**src/rtl/mul_unit_pkg.sv**
```systemverilog
// Shared definitions for the multi-cycle RV32M multiplier: mulctl
// encodings (also used by the EX controller) and the MU state encoding.
package mul_unit_pkg;

  localparam int MU_WIDTH = 32;

  // mulctl = func3[1:0]
  localparam logic [1:0] MUL_LO  = 2'b00;  // MUL    : low half, signed x signed
  localparam logic [1:0] MUL_HSS = 2'b01;  // MULH   : high half, signed x signed
  localparam logic [1:0] MUL_HSU = 2'b10;  // MULHSU : high half, signed x unsigned
  localparam logic [1:0] MUL_HUU = 2'b11;  // MULHU  : high half, unsigned x unsigned

  typedef enum logic [1:0] {
    IDLE = 2'd0,
    CALC = 2'd1,
    SIGN = 2'd2,
    DONE = 2'd3
  } mu_state_e;

  // rs1 is treated as signed for every op except MULHU
  function automatic logic op_a_signed(input logic [1:0] op);
    return (op != MUL_HUU);
  endfunction

  // rs2 is treated as signed only for MUL and MULH
  function automatic logic op_b_signed(input logic [1:0] op);
    return (op == MUL_LO) || (op == MUL_HSS);
  endfunction

endpackage

```
**src/rtl/mul_unit_if.sv**
```systemverilog
// Request/response bundle between the EX controller (master) and the
// multiplier (slave).
interface mul_unit_if #(
  parameter int WIDTH = 32
) ();

  logic             mulstart;
  logic [1:0]       mulctl;
  logic [WIDTH-1:0] a;
  logic [WIDTH-1:0] b;
  logic [WIDTH-1:0] result;
  logic             busy;
  logic             done;

  modport master (
    output mulstart, mulctl, a, b,
    input  result, busy, done
  );

  modport slave (
    input  mulstart, mulctl, a, b,
    output result, busy, done
  );

endinterface

```
**src/rtl/mul_unit.sv**
```systemverilog
// Multi-cycle RV32M multiplier. Operands are reduced to magnitudes, multiplied
// by radix-2 shift-add over WIDTH cycles, then the sign is reapplied and the
// requested product half is registered. Latency is fixed: done is high
// WIDTH+2 cycles after the accepting edge.
module mul_unit
  import mul_unit_pkg::*;
#(
  parameter int WIDTH = 32
) (
  input  logic       clk,
  input  logic       rst,
  mul_unit_if.slave  mu
);

  localparam int CW = $clog2(WIDTH) + 1;
  localparam logic [CW-1:0] LAST_CNT = CW'(WIDTH - 1);

  mu_state_e          state_r;
  mu_state_e          next_state_s;
  logic [2*WIDTH-1:0] acc_r;
  logic [2*WIDTH-1:0] mcand_r;
  logic [WIDTH-1:0]   mplier_r;
  logic [CW-1:0]      cnt_r;
  logic [1:0]         op_r;
  logic               neg_r;
  logic [WIDTH-1:0]   result_r;
  logic               busy_r;
  logic               done_r;

  logic               a_neg_s;
  logic               b_neg_s;
  logic [WIDTH-1:0]   a_abs_s;
  logic [WIDTH-1:0]   b_abs_s;
  logic [2*WIDTH-1:0] prod_s;

  // Operand magnitudes (unsigned, so the most negative value maps cleanly)
  // and the signed product reconstructed from the unsigned accumulator.
  always_comb begin
    a_neg_s = op_a_signed(mu.mulctl) & mu.a[WIDTH-1];
    b_neg_s = op_b_signed(mu.mulctl) & mu.b[WIDTH-1];
    if (a_neg_s) begin
      a_abs_s = ~mu.a + WIDTH'(1);
    end else begin
      a_abs_s = mu.a;
    end
    if (b_neg_s) begin
      b_abs_s = ~mu.b + WIDTH'(1);
    end else begin
      b_abs_s = mu.b;
    end
    if (neg_r) begin
      prod_s = ~acc_r + (2*WIDTH)'(1);
    end else begin
      prod_s = acc_r;
    end
  end

  // Next-state logic: fixed IDLE -> CALC(xWIDTH) -> SIGN -> DONE sequence.
  always_comb begin
    next_state_s = state_r;
    case (state_r)
      IDLE: begin
        if (mu.mulstart) begin
          next_state_s = CALC;
        end else begin
          next_state_s = IDLE;
        end
      end
      CALC: begin
        if (cnt_r == LAST_CNT) begin
          next_state_s = SIGN;
        end else begin
          next_state_s = CALC;
        end
      end
      SIGN:    next_state_s = DONE;
      DONE:    next_state_s = IDLE;
      default: next_state_s = IDLE;
    endcase
  end

  // State register.
  always_ff @(posedge clk) begin
    if (rst) begin
      state_r <= IDLE;
    end else begin
      state_r <= next_state_s;
    end
  end

  // Datapath: capture operands on start, one shift-add step per CALC cycle,
  // sign fix-up and half selection in SIGN.
  always_ff @(posedge clk) begin
    if (rst) begin
      acc_r    <= {(2*WIDTH){1'b0}};
      mcand_r  <= {(2*WIDTH){1'b0}};
      mplier_r <= {WIDTH{1'b0}};
      cnt_r    <= {CW{1'b0}};
      op_r     <= 2'b00;
      neg_r    <= 1'b0;
      result_r <= {WIDTH{1'b0}};
    end else begin
      case (state_r)
        IDLE: begin
          if (mu.mulstart) begin
            acc_r    <= {(2*WIDTH){1'b0}};
            mcand_r  <= {{WIDTH{1'b0}}, a_abs_s};
            mplier_r <= b_abs_s;
            cnt_r    <= {CW{1'b0}};
            op_r     <= mu.mulctl;
            neg_r    <= a_neg_s ^ b_neg_s;
          end
        end
        CALC: begin
          if (mplier_r[0]) begin
            acc_r <= acc_r + mcand_r;
          end
          mcand_r  <= mcand_r << 1;
          mplier_r <= mplier_r >> 1;
          cnt_r    <= cnt_r + CW'(1);
        end
        SIGN: begin
          if (op_r == MUL_LO) begin
            result_r <= prod_s[WIDTH-1:0];
          end else begin
            result_r <= prod_s[2*WIDTH-1:WIDTH];
          end
        end
        default: begin
        end
      endcase
    end
  end

  // Registered status: busy tracks any non-IDLE state, done marks DONE.
  always_ff @(posedge clk) begin
    if (rst) begin
      busy_r <= 1'b0;
      done_r <= 1'b0;
    end else begin
      busy_r <= (next_state_s != IDLE);
      done_r <= (next_state_s == DONE);
    end
  end

  assign mu.result = result_r;
  assign mu.busy   = busy_r;
  assign mu.done   = done_r;

endmodule

```
**src/flat_wrapper.sv**
```systemverilog
// flat-port wrapper written by rule: the top's interface ports become plain ports
module mul_unit_flat import mul_unit_pkg::*;
#(
  parameter int WIDTH = 32
)
  (clk, rst, mu_mulstart, mu_mulctl, mu_a, mu_b, mu_result, mu_busy, mu_done);
  mul_unit_if #(.WIDTH(WIDTH)) mu_i ();
  input  logic clk;
  input  logic rst;
  input wire logic [$bits(mu_i.mulstart)-1:0] mu_mulstart;
  input wire logic [$bits(mu_i.mulctl)-1:0] mu_mulctl;
  input wire logic [$bits(mu_i.a)-1:0] mu_a;
  input wire logic [$bits(mu_i.b)-1:0] mu_b;
  output wire logic [$bits(mu_i.result)-1:0] mu_result;
  output wire logic [$bits(mu_i.busy)-1:0] mu_busy;
  output wire logic [$bits(mu_i.done)-1:0] mu_done;
  assign mu_i.mulstart = mu_mulstart;
  assign mu_i.mulctl = mu_mulctl;
  assign mu_i.a = mu_a;
  assign mu_i.b = mu_b;
  assign mu_result = mu_i.result;
  assign mu_busy = mu_i.busy;
  assign mu_done = mu_i.done;
  mul_unit #(.WIDTH(WIDTH)) u_core (.clk(clk), .rst(rst), .mu(mu_i));
endmodule
```
**config.mk**
```make
export PLATFORM = sky130hd
export DESIGN_NAME = mul_unit_flat
export DESIGN_NICKNAME = d
export VERILOG_FILES = /design/src/rtl/mul_unit_pkg.sv /design/src/rtl/mul_unit_if.sv /design/src/rtl/mul_unit.sv /design/src/flat_wrapper.sv
export SDC_FILE = /design/constraint.sdc
export NUM_CORES = 1
export LEC_CHECK = 0
export ABC_AREA = 1
export CORE_UTILIZATION = 45
export DETAILED_ROUTE_END_ITERATION = 10
export SLEW_MARGIN = 20
export SYNTH_ARGS = -nofsm -noshare
export SYNTH_HDL_FRONTEND = slang
export SYNTH_SLANG_ARGS = --single-unit
```
**constraint.sdc**
```tcl
create_clock -name clk -period 2.1 [get_ports clk]
set_input_delay 0.21 -clock clk [delete_from_list [all_inputs] [get_ports clk]]
set_output_delay 0.21 -clock clk [all_outputs]
set_load 0.05 [all_outputs]
```
Yosys cells after proc, flatten, opt, wreduce, memory -nomap -nowiden:

Cells that the tools add are included.

* $add $sub $neg: 5
* eq/ne operators: 9
* mux-type cells: 16
* bitwise operators: 6
* reduce and logical (&&, ||, !) cells: 9

Operators with widths (number)
* 2-to-1 mux 64 bit: 4
* case mux 64 bit (2 select lines): 2
* 2-to-1 mux 32 bit: 4
* adder 32 x 1 -> 32 bit (second input constant): 2
* adder 64 x 1 -> 64 bit (second input constant): 1
* adder 64 bit: 1
* inverter 32 bit: 2
* inverter 64 bit: 1
* case mux 32 bit (2 select lines): 1
* case mux 6 bit (2 select lines): 1
* case mux 2 bit (4 select lines): 1
* adder 6 x 1 -> 6 bit (second input constant): 1
* == test 2 bit (second input constant): 3
* == test 6 x 5 -> 1 bit (second input constant): 1
* zero test 2 bit: 3
* 2-to-1 mux 6 bit: 1
* == test 2 x 1 -> 1 bit (second input constant): 2
* inequality test 2 bit (second input constant): 2
* AND reduction 2 bit: 2
* nonzero test 2 bit: 2
* AND reduction 3 bit: 1
* bitwise AND 1 bit: 2
* 2-to-1 mux 2 bit: 1
* inequality test 2 x 1 -> 1 bit (second input constant): 1
* other kinds (3): 3

* register bits after elaboration: 205

Longest topological paths before layout:

Gate-level depths: netlist of run 1.

* depth after elaboration: 6
* depth in mapped cells: 16

Least setup slack after synthesis of run 1:

No wires, ideal clock.

* kind: flip-flop to flip-flop
* start: register u_core.mcand_r[0]
* end: register u_core.acc_r[58]
* setup time: 0.132 ns
* data arrival time: 1.745 ns
* data required time: 1.968 ns
* path slack: 0.223 ns
* stages on the path, launching flop included: 16
* buffers on the path: 0
* cells stage by stage: dfxtp_1 ha_1 inv_1 fa_1 inv_1 nand2_1 nand3_1 nand2_1 nand2_1 nand2_1 nand2_1 nand2_1 nand2_1 nand2_1 nand3_1 a21oi_1

* word-level cells in the longest chain between the ends: 3

Ends and longest elaborated chain
* from (decl): line mul_unit.sv:21 `logic [2*WIDTH-1:0] mcand_r;`
* from (signal assigned): line mul_unit.sv:96 `mcand_r <= {(2*WIDTH){1'b0}};`
* from (signal assigned): line mul_unit.sv:107 `mcand_r <= {{WIDTH{1'b0}}, a_abs_s};`
* from (signal assigned): line mul_unit.sv:118 `mcand_r <= mcand_r << 1;`
* adder 64 bit: line mul_unit.sv:116 `acc_r <= acc_r + mcand_r;`
* 2-to-1 mux 64 bit: line mul_unit.sv:115 `if (mplier_r[0]) begin`
* case mux 64 bit (2 select lines): line mul_unit.sv:103 `case (state_r)`
* to (signal assigned): line mul_unit.sv:95 `acc_r <= {(2*WIDTH){1'b0}};`
* to (signal assigned): line mul_unit.sv:106 `acc_r <= {(2*WIDTH){1'b0}};`
* to (signal assigned): line mul_unit.sv:116
* to (decl): line mul_unit.sv:20 `logic [2*WIDTH-1:0] acc_r;`

Every way passes these cells. The select of a mux whose other input is x is not followed.
A chain may end at the register's enable or synchronous reset.

Worst setup path in the final report of run 1:

* start: register u_core.acc_r[19]
* end: register u_core.acc_r[44]

* word-level cells in the longest chain between the ends: 3

Ends and longest elaborated chain (line)
* adder 64 bit: mul_unit.sv:116
* 2-to-1 mux 64 bit: mul_unit.sv:115
* case mux 64 bit (2 select lines): mul_unit.sv:103

Every way passes these cells. The select of a mux whose other input is x is not followed.

==> results of run 1 <==
==> final timing paths <==
check	startpoint	to	slack (ns)	depth (start not counted)
worst max register to register	u_core.acc_r[19]	u_core.acc_r[44]	0.04	16
worst min register to register	u_core.mu.result[0]	u_core.mu.result[0]	0.47	2
worst min-delay path	rst	u_core.acc_r[12]	0.21	4
worst max-delay path	u_core.acc_r[19]	u_core.acc_r[44]	0.04	16
==> power by group <==
part / switching [mW] / internal, mW / total, mW
logic: 1.34 / 0.912 / 2.26
registers: 0.119 / 4.02 / 4.14
clock network: 1.91 / 3.04 / 4.95
total: 3.37 / 7.97 / 11.3
==> area by class of cell <==
class | instances | area share, %
clock buffers | 36 | 3.154
clock inverters | 12 | 0.6821
inverters | 506 | 7.841
multi-input cells | 2319 | 54.21
flip-flops and latches | 205 | 17.21
well taps | 518 | 2.656
repair buffers | 410 | 14.25
==> timing repair <==
action / CTS / global route
pin swaps: 9 / 131
setup endpoints to repair: 48 / 75
hold endpoints to repair: 0 / 0
setup buffers: 1 / 13
gates resized for setup: 85 / 473
==> state kept, by name, indices dropped and copies added (netlist names) <==
register / flops
u_core.mcand_r: 64
u_core.mu.result: 32
u_core.op_r: 2
u_core.acc_r: 64
u_core.state_r: 2
u_core.neg_r: 1
u_core.mu.done: 1
u_core.cnt_r: 6
u_core.mplier_r: 32
u_core.mu.busy: 1
==> logic make-up (layout without fill, tap and decap cells) <==
| logic type | after synthesis | count (layout) | share of synthesized area [%] |
|---|---|---|---|
| AOI/OAI and AO/OA | 487 | 487 | 15.57 |
| xor gates and xnor gates | 6 | 6 | 0.2987 |
| adders and majority gates | 68 | 68 | 4.878 |
| DFF | 205 | 205 | 23.33 |
| buffers and inverters | 596 | 964 | 13.07 |
| and+or+nand+nor | 1758 | 1758 | 42.86 |
==> Yosys cell counts, types with 7 or more instances <==
library cell	number	share of area, %
sky130_fd_sc_hd__nand3_1	274	7.8
sky130_fd_sc_hd__a21oi_1	234	6.7
sky130_fd_sc_hd__nor4_1	7	0.25
sky130_fd_sc_hd__nor2_1	281	6.0
sky130_fd_sc_hd__o21ai_0	117	3.3
sky130_fd_sc_hd__nor2_2	19	0.68
sky130_fd_sc_hd__nand3b_1	20	0.85
sky130_fd_sc_hd__nand3_2	15	0.85
sky130_fd_sc_hd__nor2_4	7	0.45
sky130_fd_sc_hd__nand2_1	1019	22
sky130_fd_sc_hd__inv_2	10	0.21
sky130_fd_sc_hd__buf_2	26	0.74
sky130_fd_sc_hd__dfxtp_1	205	23
sky130_fd_sc_hd__nand4_1	26	0.92
sky130_fd_sc_hd__inv_1	494	11
sky130_fd_sc_hd__a22oi_1	36	1.5
sky130_fd_sc_hd__o22ai_1	15	0.53
sky130_fd_sc_hd__clkbuf_1	51	1.1
sky130_fd_sc_hd__or2_2	24	0.85
sky130_fd_sc_hd__o32ai_1	15	0.75
sky130_fd_sc_hd__a31oi_1	36	1.3
sky130_fd_sc_hd__buf_1	7	0.15
sky130_fd_sc_hd__nor3_1	39	1.1
sky130_fd_sc_hd__nand2_2	14	0.50
sky130_fd_sc_hd__ha_1	67	4.8
==> layer usage <==
metal  vias to the layer above  track usage [%]  share of wire, %
li1                      10707                -                 -
met1                      9988            45.47                44
met2                       716            57.07                46
met3                       141            3.579               6.7
met4                         0            10.12               3.3
met5                         -                0                 0
==> through the flow <==
stage	cell area [µm²]	std cells
final	24400	4006
after global routing	24400	4006
after CTS	22480	3995
after detailed placement	21220	3946
after global placement	21220	3946
after floorplan	17590	3120
==> worst max-delay path, stage by stage, from the launching register on <==
cell and delay (ns):
sky130_fd_sc_hd__dfxtp_2 0.38, sky130_fd_sc_hd__ha_4 0.22, sky130_fd_sc_hd__buf_4 0.15, sky130_fd_sc_hd__nand2_1 0.08, sky130_fd_sc_hd__nand2_2 0.06, sky130_fd_sc_hd__inv_1 0.09
sky130_fd_sc_hd__nand2_4 0.07, sky130_fd_sc_hd__inv_2 0.05, sky130_fd_sc_hd__nand2_2 0.06, sky130_fd_sc_hd__buf_4 0.15, sky130_fd_sc_hd__a21oi_4 0.17, sky130_fd_sc_hd__nand2_4 0.09
sky130_fd_sc_hd__nand2_2 0.09, sky130_fd_sc_hd__nand2_1 0.06, sky130_fd_sc_hd__nand2_1 0.08, sky130_fd_sc_hd__nand3_2 0.07, sky130_fd_sc_hd__a21oi_2 0.15
==> impl_metrics.sql, run 1 <==
INSERT INTO impl_metrics (metric_group, metric, value, unit) VALUES
('outcome', 'run_status', 'finished clean', ''),
('logic_synthesis', 'synth_top_flop_cell', 'sky130_fd_sc_hd__dfxtp_1', ''),
('place', 'buffer_ports.inserted', '102', ''),
('timing', 'grt_setup_unrepaired', 'true', ''),
('place', 'hpwlAfterDp', '53.85', 'mm'),
('place', 'dp_worst_setup_slack', '-0.2424', 'ns'),
('logic_synthesis', 'mappedNetlistArea', '0.01759', 'mm²'),
('drt', 'drt_first_pass_iters', '5', ''),
('drt', 'via_count', '21552', ''),
('clocking', 'clock_insertion_delay_at_the_later_pin_of_the_skew_report', '0.58', 'ns'),
('setup_path', 'end_kind', 'register', ''),
('layout', 'finish.utilization', '63.13', '%'),
('clocking', 'hold_buffers', '0', ''),
('drt', 'drc_violation_count_after_routing', '0', ''),
('floorplanning', 'ios', '103', ''),
('layout', 'drive_above_1_share', '25.86', '%'),
('layout', 'nNetsFinal', '3605', ''),
('floorplanning', 'fp.dieH', '199.7', 'µm'),
('layout', 'final-seq-area', '0.004198', 'mm²'),
('power', 'design_power_total', '11.34', 'mW'),
('logic_synthesis', 'syn_inst', '3120', ''),
('global_route', 'via_count_of_the_first_global_routing_pass', '19519', ''),
('floorplanning', 'design.die.area', '0.03989', 'mm²'),
('timing', 'final-hold-violation-count', '0', ''),
('global_route', 'grt_pass1_wl', '105.4', 'mm'),
('global_route', 'antenna_violations_before_repair', '0', ''),
('layout', 'layout_commonest_cell', 'sky130_fd_sc_hd__nand2_1', ''),
('layout', 'fill_cells', '3671', ''),
('timing', 'timing.hold.ws', '0.2090', 'ns'),
('timing', 'finalSetupViolCount', '0', ''),
('clocking', 'cts_tree', 'yes', ''),
('logic_synthesis', 'synth_nets', '3257', ''),
('timing', 'slew_headroom', '44.67', '%'),
('timing', 'final.period_utilization', '98.23', '%'),
('drt', 'detailed_route_iter0_violations', '1623', ''),
('clocking', 'htree_num_levels', '1', ''),
('timing', 'final.setup_skew', '0.03057', 'ns'),
('global_route', 'grt_remaining_overflow', '0', ''),
('setup_path', 'worstPathMaxFanout', '4', ''),
('power', 'power.static_leakage', '11.87', 'nW'),
('logic_synthesis', 'ys_seq_elements', '205', ''),
('global_route', 'track_usage', '33.90', '%'),
('layout', 'layout-area-overhead-vs-synth', '38.67', '%'),
('timing', 'final_report_max_slew_violation_count', '0', ''),
('power', 'p_per_area', '464.7', 'mW/mm²'),
('floorplanning', 'initial_core_utilization', '45.53', '%'),
('logic_synthesis', 'synth_enable_flop_cells', '0', ''),
('timing', 'slew_of_the_pin_with_the_lowest_slew_margin', '0.8300', 'ns'),
('timing', 'max_freq', '484.8', 'MHz'),
('floorplanning', 'fp-row-count', '72', ''),
('layout', 'top_library_cells_by_usage_in_the_layout_fill_and_taps_aside', '860 x sky130_fd_sc_hd__nand2_1, 474 x sky130_fd_sc_hd__inv_1, 291 x sky130_fd_sc_hd__buf_4, 246 x sky130_fd_sc_hd__nand3_1, 212 x sky130_fd_sc_hd__nor2_1', ''),
('layout', 'multi_input_area', '0.01323', 'mm²'),
('clocking', 'cts.path.max_buffers', '3', ''),
('logic_synthesis', 'synth-async-reset-ratio', '0', '%'),
('setup_path', 'signal_arrival_time_at_the_worst_endpoint', '2.57', 'ns'),
('floorplanning', 'core_region_area', '0.03865', 'mm²'),
('drt', 'viasPerCell', '5.380', ''),
('clocking', 'cts_sink_cnt', '205', ''),
('min_path', 'hold_class', 'in2reg', ''),
('timing', 'tns', '0', 'ns'),
('setup_path', 'timing.setup.critical_path_class', 'reg2reg', ''),
('drt', 'post_drt_wl_per_cell', '17.52', 'µm'),
('drt', 'ant_nets', '0', ''),
('timing', 'finalWorstPathRequiredPeriod', '2.063', 'ns'),
('logic_synthesis', 'synth.distinct_cells', '50', ''),
('drt', 'wl', '70.19', 'mm'),
('place', 'gp_congestion', '0.9955', ''),
('setup_path', 'critical_path_required', '2.60', 'ns'),
('clocking', 'cts.clk_slew.worst_paths', '0.07', 'ns'),
('layout', 'diodes', '0', ''),
('setup_path', 'critical_path.startpoint_type', 'register', ''),
('global_route', 'pin_count_of_the_biggest_net_entering_global_routing', '154', ''),
('power', 'worst_ir_drop_vdd', '0.0005856', 'V'),
('logic_synthesis', 'syn-mean-instance-area', '5.639', 'µm²'),
('logic_synthesis', 'seq_area_frac_synth', '23.33', '%'),
('flow_run', 'cap_violations', '0', ''),
('logic_synthesis', 'yosys_warnings', '0', ''),
('clocking', 'clock_tree.root_cell', 'sky130_fd_sc_hd__clkbuf_16', ''),
('floorplanning', 'die_w', '199.7', 'µm'),
('timing', 'post-route-worst-setup-slack', '0.03716', 'ns'),
('clocking', 'cts_made_buffers', '26', '');
Note: power is estimated with default switching activity, not from simulation.
==> run 2, diff against run 1 <==
--- a/config.mk
+++ b/config.mk
@@ -5,7 +5,7 @@
 export SDC_FILE = /design/constraint.sdc
 export NUM_CORES = 1
 export LEC_CHECK = 0
-export ABC_AREA = 1
+export CORE_ASPECT_RATIO = 1.4
 export CORE_UTILIZATION = 45
 export DETAILED_ROUTE_END_ITERATION = 10
 export SLEW_MARGIN = 20
==> impl_metrics.sql, run 2 <==
INSERT INTO impl_metrics (metric_group, metric, value, unit) VALUES
('layout', 'finish.instance_area', '0.02150', 'mm²'),
('setup_path', 'end_kind', 'register', ''),
('logic_synthesis', 'synthTopCellsByCount', '242 x sky130_fd_sc_hd__nand2_1, 226 x sky130_fd_sc_hd__a21oi_1, 205 x sky130_fd_sc_hd__dfxtp_1, 140 x sky130_fd_sc_hd__nor2_1, 109 x sky130_fd_sc_hd__o21ai_0', ''),
('min_path', 'hold_class', 'in2reg', ''),
('floorplanning', 'ios', '103', ''),
('timing', 'final.setup_skew', '0.01602', 'ns'),
('global_route', 'grt_util_met2', '54.37', '%'),
('global_route', 'grt_remaining_overflow', '0', ''),
('timing', 'finalWorstPathRequiredPeriod', '3.632', 'ns'),
('drt', 'ant_nets', '0', ''),
('timing', 'final.period_utilization', '173.0', '%'),
('layout', 'final_cell_count_no_fill', '2760', ''),
('floorplanning', 'die_w', '149.9', 'µm'),
('timing', 'post-route-worst-setup-slack', '-1.532', 'ns'),
('setup_path', 'critical_path.startpoint_type', 'register', ''),
('place', 'hpwlAfterDp', '35.06', 'mm'),
('timing', 'timing.hold.ws', '0.02520', 'ns'),
('timing', 'tns', '-90.40', 'ns'),
('min_path', 'hp-start', 'mu_a[0]', ''),
('place', 'placed_cell_area', '0.01900', 'mm²'),
('clocking', 'htree_num_levels', '1', ''),
('clocking', 'clock_insertion_delay_at_the_later_pin_of_the_skew_report', '0.55', 'ns'),
('power', 'clock_power_share', '42.7', '%'),
('clocking', 'cts.clk_slew.worst_paths', '0.06', 'ns'),
('logic_synthesis', 'synth.distinct_cells', '68', ''),
('power', 'p_per_area', '499.1', 'mW/mm²'),
('place', 'buffer_ports.inserted', '102', ''),
('global_route', 'track_usage', '29.80', '%'),
('logic_synthesis', 'synth_enable_flop_cells', '0', ''),
('logic_synthesis', 'yosys_warnings', '0', ''),
('global_route', 'via_count_of_the_first_global_routing_pass', '15339', ''),
('logic_synthesis', 'mappedNetlistArea', '0.01379', 'mm²'),
('setup_path', 'signal_arrival_time_at_the_worst_endpoint', '4.05', 'ns'),
('logic_synthesis', 'ys_seq_elements', '205', ''),
('floorplanning', 'fp-row-count', '75', ''),
('flow_run', 'cap_violations', '0', ''),
('logic_synthesis', 'syn-mean-instance-area', '7.547', 'µm²'),
('timing', 'final-hold-violation-count', '0', ''),
('logic_synthesis', 'synth-async-reset-ratio', '0', '%'),
('clocking', 'cts.path.max_buffers', '3', ''),
('clocking', 'cts_made_buffers', '24', ''),
('setup_path', 'crit_top_cell', 'sky130_fd_sc_hd__or4_4', ''),
('timing', 'final_report_max_slew_violation_count', '0', ''),
('power', 'power.internal', '7.728', 'mW'),
('logic_synthesis', 'netlist.area_leader.share', '29.76', '%'),
('logic_synthesis', 'synth_top_flop_cell', 'sky130_fd_sc_hd__dfxtp_1', ''),
('logic_synthesis', 'synth.most_common_cell', 'sky130_fd_sc_hd__nand2_1', ''),
('power', 'power.static_leakage', '9.103', 'nW'),
('timing', 'slew_of_the_pin_with_the_lowest_slew_margin', '0.6922', 'ns'),
('setup_path', 'critical_path.cell_chain', 'or4_4 -> or4_4 -> or4_4 -> or4_4 -> or4_4 -> nand2b_4 -> o31ai_4 -> xnor2_1 -> a211oi_1 -> nor3_1', ''),
('setup_path', 'timing.rr.start', 'u_core.acc_r[15]', ''),
('global_route', 'antenna_violations_before_repair', '0', ''),
('drt', 'post_drt_wl_per_cell', '17.20', 'µm'),
('global_route', 'pin_count_of_the_biggest_net_entering_global_routing', '128', ''),
('global_route', 'grt_use_met3', '2.620', '%'),
('place', 'place.detailed.instances', '2668', ''),
('power', 'power_frac_seq', '38.2', '%'),
('drt', 'via_count', '15616', ''),
('layout', 'drive_above_1_share', '33.68', '%'),
('global_route', 'grt_pass1_wl', '75.62', 'mm'),
('timing', 'slew_headroom', '53.74', '%'),
('logic_synthesis', 'seq_area_frac_synth', '29.76', '%'),
('drt', 'viasPerCell', '5.658', ''),
('setup_path', 'slowest_stage', 'sky130_fd_sc_hd__or4_4', ''),
('setup_path', 'launch_point_of_the_worst_path', 'u_core.acc_r[15]', ''),
('timing', 'grt_setup_unrepaired', 'true', ''),
('power', 'comb_power_share', '19.1', '%'),
('timing', 'max_freq', '275.3', 'MHz'),
('floorplanning', 'fp.dieH', '209.1', 'µm'),
('setup_path', 'crit_path_max_incr_delay', '0.56', 'ns'),
('layout', 'largest_registers', 'u_core.acc_r: 64 flops, u_core.mcand_r: 64 flops', ''),
('logic_synthesis', 'synth_nets', '1964', ''),
('setup_path', 'worstPathMaxFanout', '3', ''),
('global_route', 'grt_util_met1', '34.30', '%'),
('clocking', 'clock_tree.root_cell', 'sky130_fd_sc_hd__clkbuf_16', ''),
('drt', 'drt_first_pass_iters', '5', ''),
('place', 'gp_congestion', '0.9442', ''),
('drt', 'detailed_route_iter0_violations', '781', ''),
('logic_synthesis', 'syn_inst', '1827', ''),
('power', 'sw_frac_of_total', '27.98', '%'),
('power', 'worst_ir_drop_vdd', '0.0004337', 'V'),
('floorplanning', 'initial_core_utilization', '45.92', '%'),
('floorplanning', 'design.die.area', '0.03135', 'mm²'),
('outcome', 'run_status', 'complete, but fails checks', ''),
('setup_path', 'timing.setup.critical_path_class', 'reg2reg', ''),
('timing', 'finalSetupViolCount', '94', ''),
('clocking', 'cts_tree', 'yes', ''),
('layout', 'top_library_cells_by_usage_in_the_layout_fill_and_taps_aside', '462 x sky130_fd_sc_hd__buf_4, 232 x sky130_fd_sc_hd__nand2_1, 200 x sky130_fd_sc_hd__a21oi_1, 191 x sky130_fd_sc_hd__dfxtp_1, 131 x sky130_fd_sc_hd__nor2_1', ''),
('layout', 'layout-area-overhead-vs-synth', '55.93', '%'),
('layout', 'layout_commonest_cell', 'sky130_fd_sc_hd__buf_4', ''),
('logic_synthesis', 'synth_area_leader_cell', 'sky130_fd_sc_hd__dfxtp_1', ''),
('setup_path', 'critical_path_required', '2.52', 'ns'),
('drt', 'drc_violation_count_after_routing', '0', ''),
('logic_synthesis', 'synthTopCellsByArea', 'sky130_fd_sc_hd__dfxtp_1 30%, sky130_fd_sc_hd__a21oi_1 8.2%, sky130_fd_sc_hd__nand2_1 6.6%, sky130_fd_sc_hd__ha_1 6.1%, sky130_fd_sc_hd__xnor2_1 5.9%', ''),
('outcome', 'failed_checks', 'negative setup slack', ''),
('layout', 'nNetsFinal', '2494', ''),
('drt', 'wl', '47.47', 'mm'),
('setup_path', 'cp_num_buf_inv', '0', ''),
('floorplanning', 'core_region_area', '0.03003', 'mm²'),
('layout', 'diodes', '0', ''),
('global_route', 'globalRoute.busiestLayer', 'met2', ''),
('power', 'netSwitchingPower', '3.003', 'mW'),
('setup_path', 'critPathTopFamily', 'simple AND/OR/NAND/NOR gates', ''),
('clocking', 'cts_sink_cnt', '205', '');
## run 2: timing repair
| item | CTS | global route |
|---|---|---|
| endpoints found under the setup margin | 95 | 125 |
| endpoints found under the hold margin | 0 | 0 |
| hold buffers | 0 | 0 |
| pin swaps | 113 | 114 |
| resized for setup | 185 | 95 |
| buffers inserted | 35 | 24 |
## run 2: logic make-up (layout without fill, tap and decap cells)
logic type               after synthesis  in the layout  synth area share [%]
adder cells (fa/ha/maj)               68             68                 6.225
AO/OA/AOI/OAI                        620            620                 28.27
XOR/XNOR                             168            168                 10.67
AND/OR/NAND/NOR                      612            612                 20.73
flip-flops                           205            205                 29.76
multiplexers                           2              2                0.1452
buffers and inverters                152            700                 4.201
## run 2: power groups by stage
| stage | registers (mW) | clock network [mW] | logic [mW] |
|---|---|---|---|
| after CTS | 4.10 | 4.65 | 1.97 |
| after detailed placement | 4.18 | 0 | 1.83 |
| after global placement | 4.18 | 0 | 1.81 |
| final | 4.10 | 4.58 | 2.05 |
| after floorplan | 4.17 | 0 | 1.01 |
| after global routing | 4.11 | 4.77 | 2.22 |
## run 2: tightest hold or removal path, delay by kind of cell
kind	cells	cell delay (ns)
AOI/OAI and AO/OA	1	0.11
and+or+nand+nor	1	0.05
buffers and inverters	2	0.17
## run 2: area by class of cell
| type | count | area (µm²) |
|---|---|---|
| tap | 385 | 481.7 |
| clock buffer | 30 | 663.1 |
| fill | 2452 | 8529 |
| sequential | 205 | 4129 |
| timing repair buffer | 624 | 5274 |
| clock inverter | 14 | 197.7 |
| inverter | 32 | 120.1 |
| multi-input combinational | 1470 | 10630 |
## run 2: per-stage QoR
step	power, mW	utilization (%)	worst slack (ns)
after floorplan	5.181	-	-1.541
after global placement	5.982	63.26	-1.457
after detailed placement	6.014	63.26	-1.501
after CTS	10.72	69.69	-1.508
after global routing	11.10	71.60	-1.643
final	10.73	71.60	-1.532
## run 2: final timing paths
kind / endpoint / slack (ns) / cells after the start
max: u_core.mu.result[31] / -1.53 / 10
min: u_core.mcand_r[0] / 0.03 / 4
max reg2reg: u_core.mu.result[31] / -1.53 / 10
min reg2reg: u_core.mplier_r[2] / 0.47 / 2
## run 2: routing by layer
| metal | vias to the layer above | wire length (µm) |
|---|---|---|
| met5 | - | 0 |
| met4 | 0 | 2311 |
| met3 | 127 | 1633 |
| met2 | 379 | 24340 |
| met1 | 7410 | 19180 |
| li1 | 7700 | - |
